File: config.mk
export PLATFORM = sky130hd
export DESIGN_NAME = sdr_dq_pipe
export DESIGN_NICKNAME = d
export VERILOG_FILES = /design/src/rtl/sdr_dq_pipe.sv
export SDC_FILE = /design/constraint.sdc
export NUM_CORES = 1
export LEC_CHECK = 0
export BUFFER_PORTS_ARGS = -buffer_cell sky130_fd_sc_hd__buf_2
export CORE_AREA = 2 2 81 60
export DETAILED_ROUTE_END_ITERATION = 8
export DIE_AREA = 0 0 83 62
export PLACE_DENSITY = 0.78
export SETUP_SLACK_MARGIN = 0.2
export SLEW_MARGIN = 20
export SYNTH_ARGS = -nofsm -noshare
export SYNTH_HDL_FRONTEND = slang
export SYNTH_SLANG_ARGS = --single-unit
File: constraint.sdc
create_clock -name CLK -period 2.8 [get_ports CLK]
set_clock_uncertainty 0.15 [all_clocks]
set_input_delay 0.56 -clock CLK [delete_from_list [all_inputs] [get_ports CLK]]
set_output_delay 0.56 -clock CLK [all_outputs]
set_load 0.02 [all_outputs]
File: src/rtl/sdr_dq_pipe.sv
`default_nettype none
// sdr_dq_pipe: registered SDRAM DQ/DQM/OE write path and CAS-latency aligned read capture
// with burst tracking, read interrupt and sticky bus-turnaround conflict flag.  Rev 1.0
module sdr_dq_pipe #(
   parameter int DSIZE       = 16,
   parameter int CAS_LATENCY = 3,
   parameter int BURST_LEN   = 8
) (
   input  logic               CLK,
   input  logic               RESET,
   input  logic [DSIZE-1:0]   DATAIN,
   input  logic [DSIZE/8-1:0] DM,
   input  logic               WR_EN,
   input  logic               RD_CMD,
   input  logic [DSIZE-1:0]   DQIN,
   output logic [DSIZE-1:0]   DQOUT,
   output logic [DSIZE/8-1:0] DQM,
   output logic               DQ_OE,
   output logic [DSIZE-1:0]   RDATA,
   output logic               RDATA_VALID,
   output logic               RD_BUSY,
   output logic               BUS_CONFLICT
);

   localparam int c_mw = DSIZE / 8;
   localparam int c_cw = $clog2(BURST_LEN + 1);
   // The command cycle itself issues beat 0, so only BURST_LEN-1 beats remain after it.
   localparam logic [c_cw-1:0] c_reload = c_cw'(BURST_LEN - 1);

   logic [c_cw-1:0]        cnt_q, cnt_d;
   logic [CAS_LATENCY-1:0] mark_q, mark_d;
   logic [DSIZE-1:0]       dqout_q, dqout_d;
   logic [DSIZE-1:0]       rdata_q, rdata_d;
   logic [c_mw-1:0]        dqm_q, dqm_d;
   logic                   oe_q, oe_d;
   logic                   valid_q, valid_d;
   logic                   busy_q, busy_d;
   logic                   conflict_q, conflict_d;

   logic                   cnt_nz;
   logic                   active;
   logic                   conflict;
   logic                   wr_ok;

   always_comb begin
      cnt_nz   = (cnt_q != '0);
      active   = RD_CMD | cnt_nz;
      conflict = WR_EN & (busy_q | RD_CMD);
      wr_ok    = WR_EN & ~conflict;

      if (RD_CMD) begin
         cnt_d = c_reload;
      end else if (cnt_nz) begin
         cnt_d = cnt_q - c_cw'(1);
      end else begin
         cnt_d = '0;
      end

      mark_d    = mark_q << 1;
      mark_d[0] = active;

      dqout_d = wr_ok ? DATAIN : dqout_q;
      if (wr_ok) begin
         dqm_d = DM;
      end else if (active) begin
         dqm_d = {c_mw{1'b0}};
      end else begin
         dqm_d = {c_mw{1'b1}};
      end
      oe_d = wr_ok;

      valid_d = mark_q[CAS_LATENCY-1];
      rdata_d = valid_d ? DQIN : rdata_q;

      // Held one cycle past the last valid beat to give the pads a turnaround gap.
      busy_d     = active | (|mark_q) | valid_q;
      conflict_d = conflict_q | conflict;
   end

   always_ff @(posedge CLK or posedge RESET) begin
      if (RESET) begin
         cnt_q      <= '0;
         mark_q     <= '0;
         dqout_q    <= '0;
         dqm_q      <= {c_mw{1'b1}};
         oe_q       <= 1'b0;
         rdata_q    <= '0;
         valid_q    <= 1'b0;
         busy_q     <= 1'b0;
         conflict_q <= 1'b0;
      end else begin
         cnt_q      <= cnt_d;
         mark_q     <= mark_d;
         dqout_q    <= dqout_d;
         dqm_q      <= dqm_d;
         oe_q       <= oe_d;
         rdata_q    <= rdata_d;
         valid_q    <= valid_d;
         busy_q     <= busy_d;
         conflict_q <= conflict_d;
      end
   end

   assign DQOUT        = dqout_q;
   assign DQM          = dqm_q;
   assign DQ_OE        = oe_q;
   assign RDATA        = rdata_q;
   assign RDATA_VALID  = valid_q;
   assign RD_BUSY      = busy_q;
   assign BUS_CONFLICT = conflict_q;

endmodule
`default_nettype wire

==> impl_results.md <==
* Routability congestion estimate at roughly 0.70
* Sum of net half-perimeters after detailed placement at 2200 µm
* Slew at the pin closest to its max-slew limit at 0.897 ns
* Unrepaired setup endpoints after global routing: false
* Cell types occupying the most area after synthesis: dfrtp_1 (64%), mux2_2 (21%), dfstp_2 (3.1%)
* Postcts setup bufs at 0
* Final std cells w/o fill at 241
* Clock tree from TritonCTS: yes
* Highest clock frequency the design can meet at ~0.55 GHz
* Grt total ovfl at 0
* Number of storage elements in the synthesis netlist at 45
* Clock Path Buffers at 2
* Number of cell rows at 21
* Wire length per cell after detailed routing at approximately 12 µm
* Max-slew violations at 0
* Leak Pwr at 1.10 nW
* Setup violation total in the final timing report at 0
* Kind of capture point of the worst setup path: flip-flop
* Number of design rule violations left after detail routing at 0
* Clock period minus worst slack at 1.83 ns
* Insertion delay to the later sink of the worst-skew pair at 0.29 ns
* Final-layout setup total negative slack at 0 ns
* Number of global-route vias before repair at 1021
* Die height at 62 µm
* Maximum capacitance violations at 0
* Post-synthesis cell area at around 1700 µm²
* Die area at 5150 µm²
* Class of the tightest hold or removal check: flip-flop to flip-flop
* I/O Buffers at 75
* Area fraction of the dominant cell type after synthesis at 0.637
* Mean post-synth cell area at 16.2 µm²
* Global-route wire length before repair at a little under 5000 µm
* Worst EP required at 2.82 ns
* Share of the clock period used by the worst path at 0.654
* Post_cts resized at 0
* Count of cell types in the netlist at 26
* Cells along the critical path: or4_1, or3_1
* Number of placed instances with taps included at 233
* Number of buffers inserted by hold repair at cts at 0
* Clock Tree Root: clkbuf_8
* Number of warnings reported in the yosys synthesis log at 0
* Depth of the CTS H-tree at 2
* Post-layout worst setup margin at 0.970 ns
* Number of nets in the finished design at 221
* Antenna Nets Post-Route at 0
* Synthesized instance count at between 100 and 150
* Crit path launch type: flip-flop
* Pwr Total at between 1 and 1.5 mW
* Peak ir drop on the vdd network at ~240 µV
* Number of optimization iterations in the first detailed-route pass at 3
* Maximum number of pins on one net before global-route repair at 46
* Portion of the post-synthesis area used by sequential elements at 0.668
* Area occupied by multi-input gates at 529 µm²
* Antenna violations before repair at 0
* Effective utilization at floorplan at 0.376
* Fillcell total at 417
* Highest-delay cell along the critical path: dfrtp_1
* CTS sink count at 45
* Critical path peak fanout at 18
* Class of the most critical setup path: flip-flop to flip-flop
* Crit path largest cell delay at 0.63 ns
* Status: finished clean
* Final Routed Wirelength at between 2000 and 3000 µm
* Ant diodes at 0
* Layout cells sized above 1 at 0.658
* Area growth, synth to finish at 32.1%
* Post-synth net total at 142
* Number of hold violations in the final report at 0
* Die outline width at approximately 83 µm
* Number of buffers inserted during clock tree synthesis at 5
* Via/cell ratio at 4.61
* First DRT Iteration DRCs at 13
* Worst-case setup slack after placement at 0.944 ns
* Placeable core region at approximately 4500 µm²
* DR vias at 1111
* Rel. slew slack at 0.401
* Pwr per Cell Area at 591 nW/µm²
* Reg clk slew, reported paths at 0.08 ns
* Top-level port count at 76
* Data arrival time of the critical path at ~1.9 ns
* Seq. cell area at 1130 µm²
* GR Util All Layers at 0.123
* Cell type with the largest total area after synthesis: dfrtp_1
-- sequential cells by signal, indices dropped and copies added (netlist names) --
name          count
BUS_CONFLICT      1
mark_q            3
RDATA            16
RD_BUSY           1
RDATA_VALID       1
DQOUT            16
cnt_q             4
DQ_OE             1
DQM               2
-- layer usage --
layer / GRT usage / routed length (µm) / vias up
li1: - / - / 531
met1: 0.166 / 1390 / 535
met2: 0.191 / 1300 / 40
met3: 0.0370 / 194 / 5
met4: 0.0492 / 40 / 0
met5: 0 / 0 / -
-- cell usage after synthesis --
master and instances:
dfrtp_1 43, mux2_2 32, dfstp_2 2, nand2b_1 2, o21ai_0 2, o31ai_1 2
or4bb_1 2, a211o_1 1, a21oi_1 1, buf_2 1, buf_4 1, buf_6 1
clkbuf_1 1, inv_1 1, nor2_1 1, nor2b_1 1, nor3_1 1, nor3b_1 1
nor3b_4 1, nor4_1 1, nor4b_1 1, o21bai_1 1, or2_2 1, or3_1 1
or4_1 1, or4_4 1
-- worst max-delay path, delay by kind of cell (launching register included) --
family        cells  cell delay, ns
flops             1            0.63
simple gates      2            0.93
-- final timing paths --
| check | start | end | slack [ns] | cells after the start |
|---|---|---|---|---|
| setup / recovery | mark_q[2]$_DFF_PP0_ | RD_BUSY$_DFF_PP0_ | 0.97 | 2 |
| hold / removal | mark_q[1]$_DFF_PP0_ | mark_q[2]$_DFF_PP0_ | 0.24 | 0 |
| setup reg to reg | mark_q[2]$_DFF_PP0_ | RD_BUSY$_DFF_PP0_ | 0.97 | 2 |
| hold reg to reg | mark_q[1]$_DFF_PP0_ | mark_q[2]$_DFF_PP0_ | 0.24 | 0 |
| max in group asynchronous | RESET | RDATA[9]$_DFFE_PP0P_ | 1.62 | 2 |
| min in group asynchronous | RESET | DQOUT[2]$_DFFE_PP0P_ | 0.30 | 2 |
-- placed cells by master, fill, tap and decap left out --
cell type  Yosys  final
nor3_1         1      1
a211o_1        1      1
bufinv_16      0      1
clkbuf_8       0      6
nor4_1         1      1
nor3b_1        1      1
a21oi_1        1      1
or3_1          1      1
buf_4          1      1
o31ai_1        2      2
buf_2          1     75
dfstp_2        2      2
or4_4          1      1
or4_1          1      1
nor2b_1        1      1
o21bai_1       1      1
mux2_2        32     32
dfrtp_1       43     43
o21ai_0        2      2
clkbuf_1       1      1
or4bb_1        2      2
nand2b_1       2      2
or2_2          1      1
nor2_1         1      1
inv_2          0      1
nor3b_4        1      1
nor4b_1        1      1
-- layout make-up --
cell class / count / share of cell area
clock buffer: 7 / 0.0387
clock inverter: 1 / 0.0135
inverter: 1 / 0.00168
multi-input combinational: 54 / 0.237
sequential: 45 / 0.506
tap: 57 / 0.0320
timing repair buffer: 76 / 0.172
-- cell families after synthesis --
group | Yosys count | synth area share
DFF | 45 | 0.668
muxes | 32 | 0.213
and+or+nand+nor | 15 | 0.0726
AOI/OAI and AO/OA | 7 | 0.0274
buffers and inverters | 5 | 0.0185
-- stage by stage --
step                      utilization  hold slack, ns  area [µm²]
after CTS                       0.497           0.242        2230
after floorplan                     -           0.197        1690
after global placement          0.471           0.200        2120
final                           0.497           0.235        2230
after global routing            0.497           0.253        2230
after detailed placement        0.471           0.224        2120
-- power breakdown --
| part | internal [mW] | switching [mW] |
|---|---|---|
| registers | 0.678 | 0.0170 |
| logic | 0.0581 | 0.0702 |
| clock network | 0.291 | 0.205 |
| total | 1.03 | 0.292 |
Power figures use the tool's default switching activity.
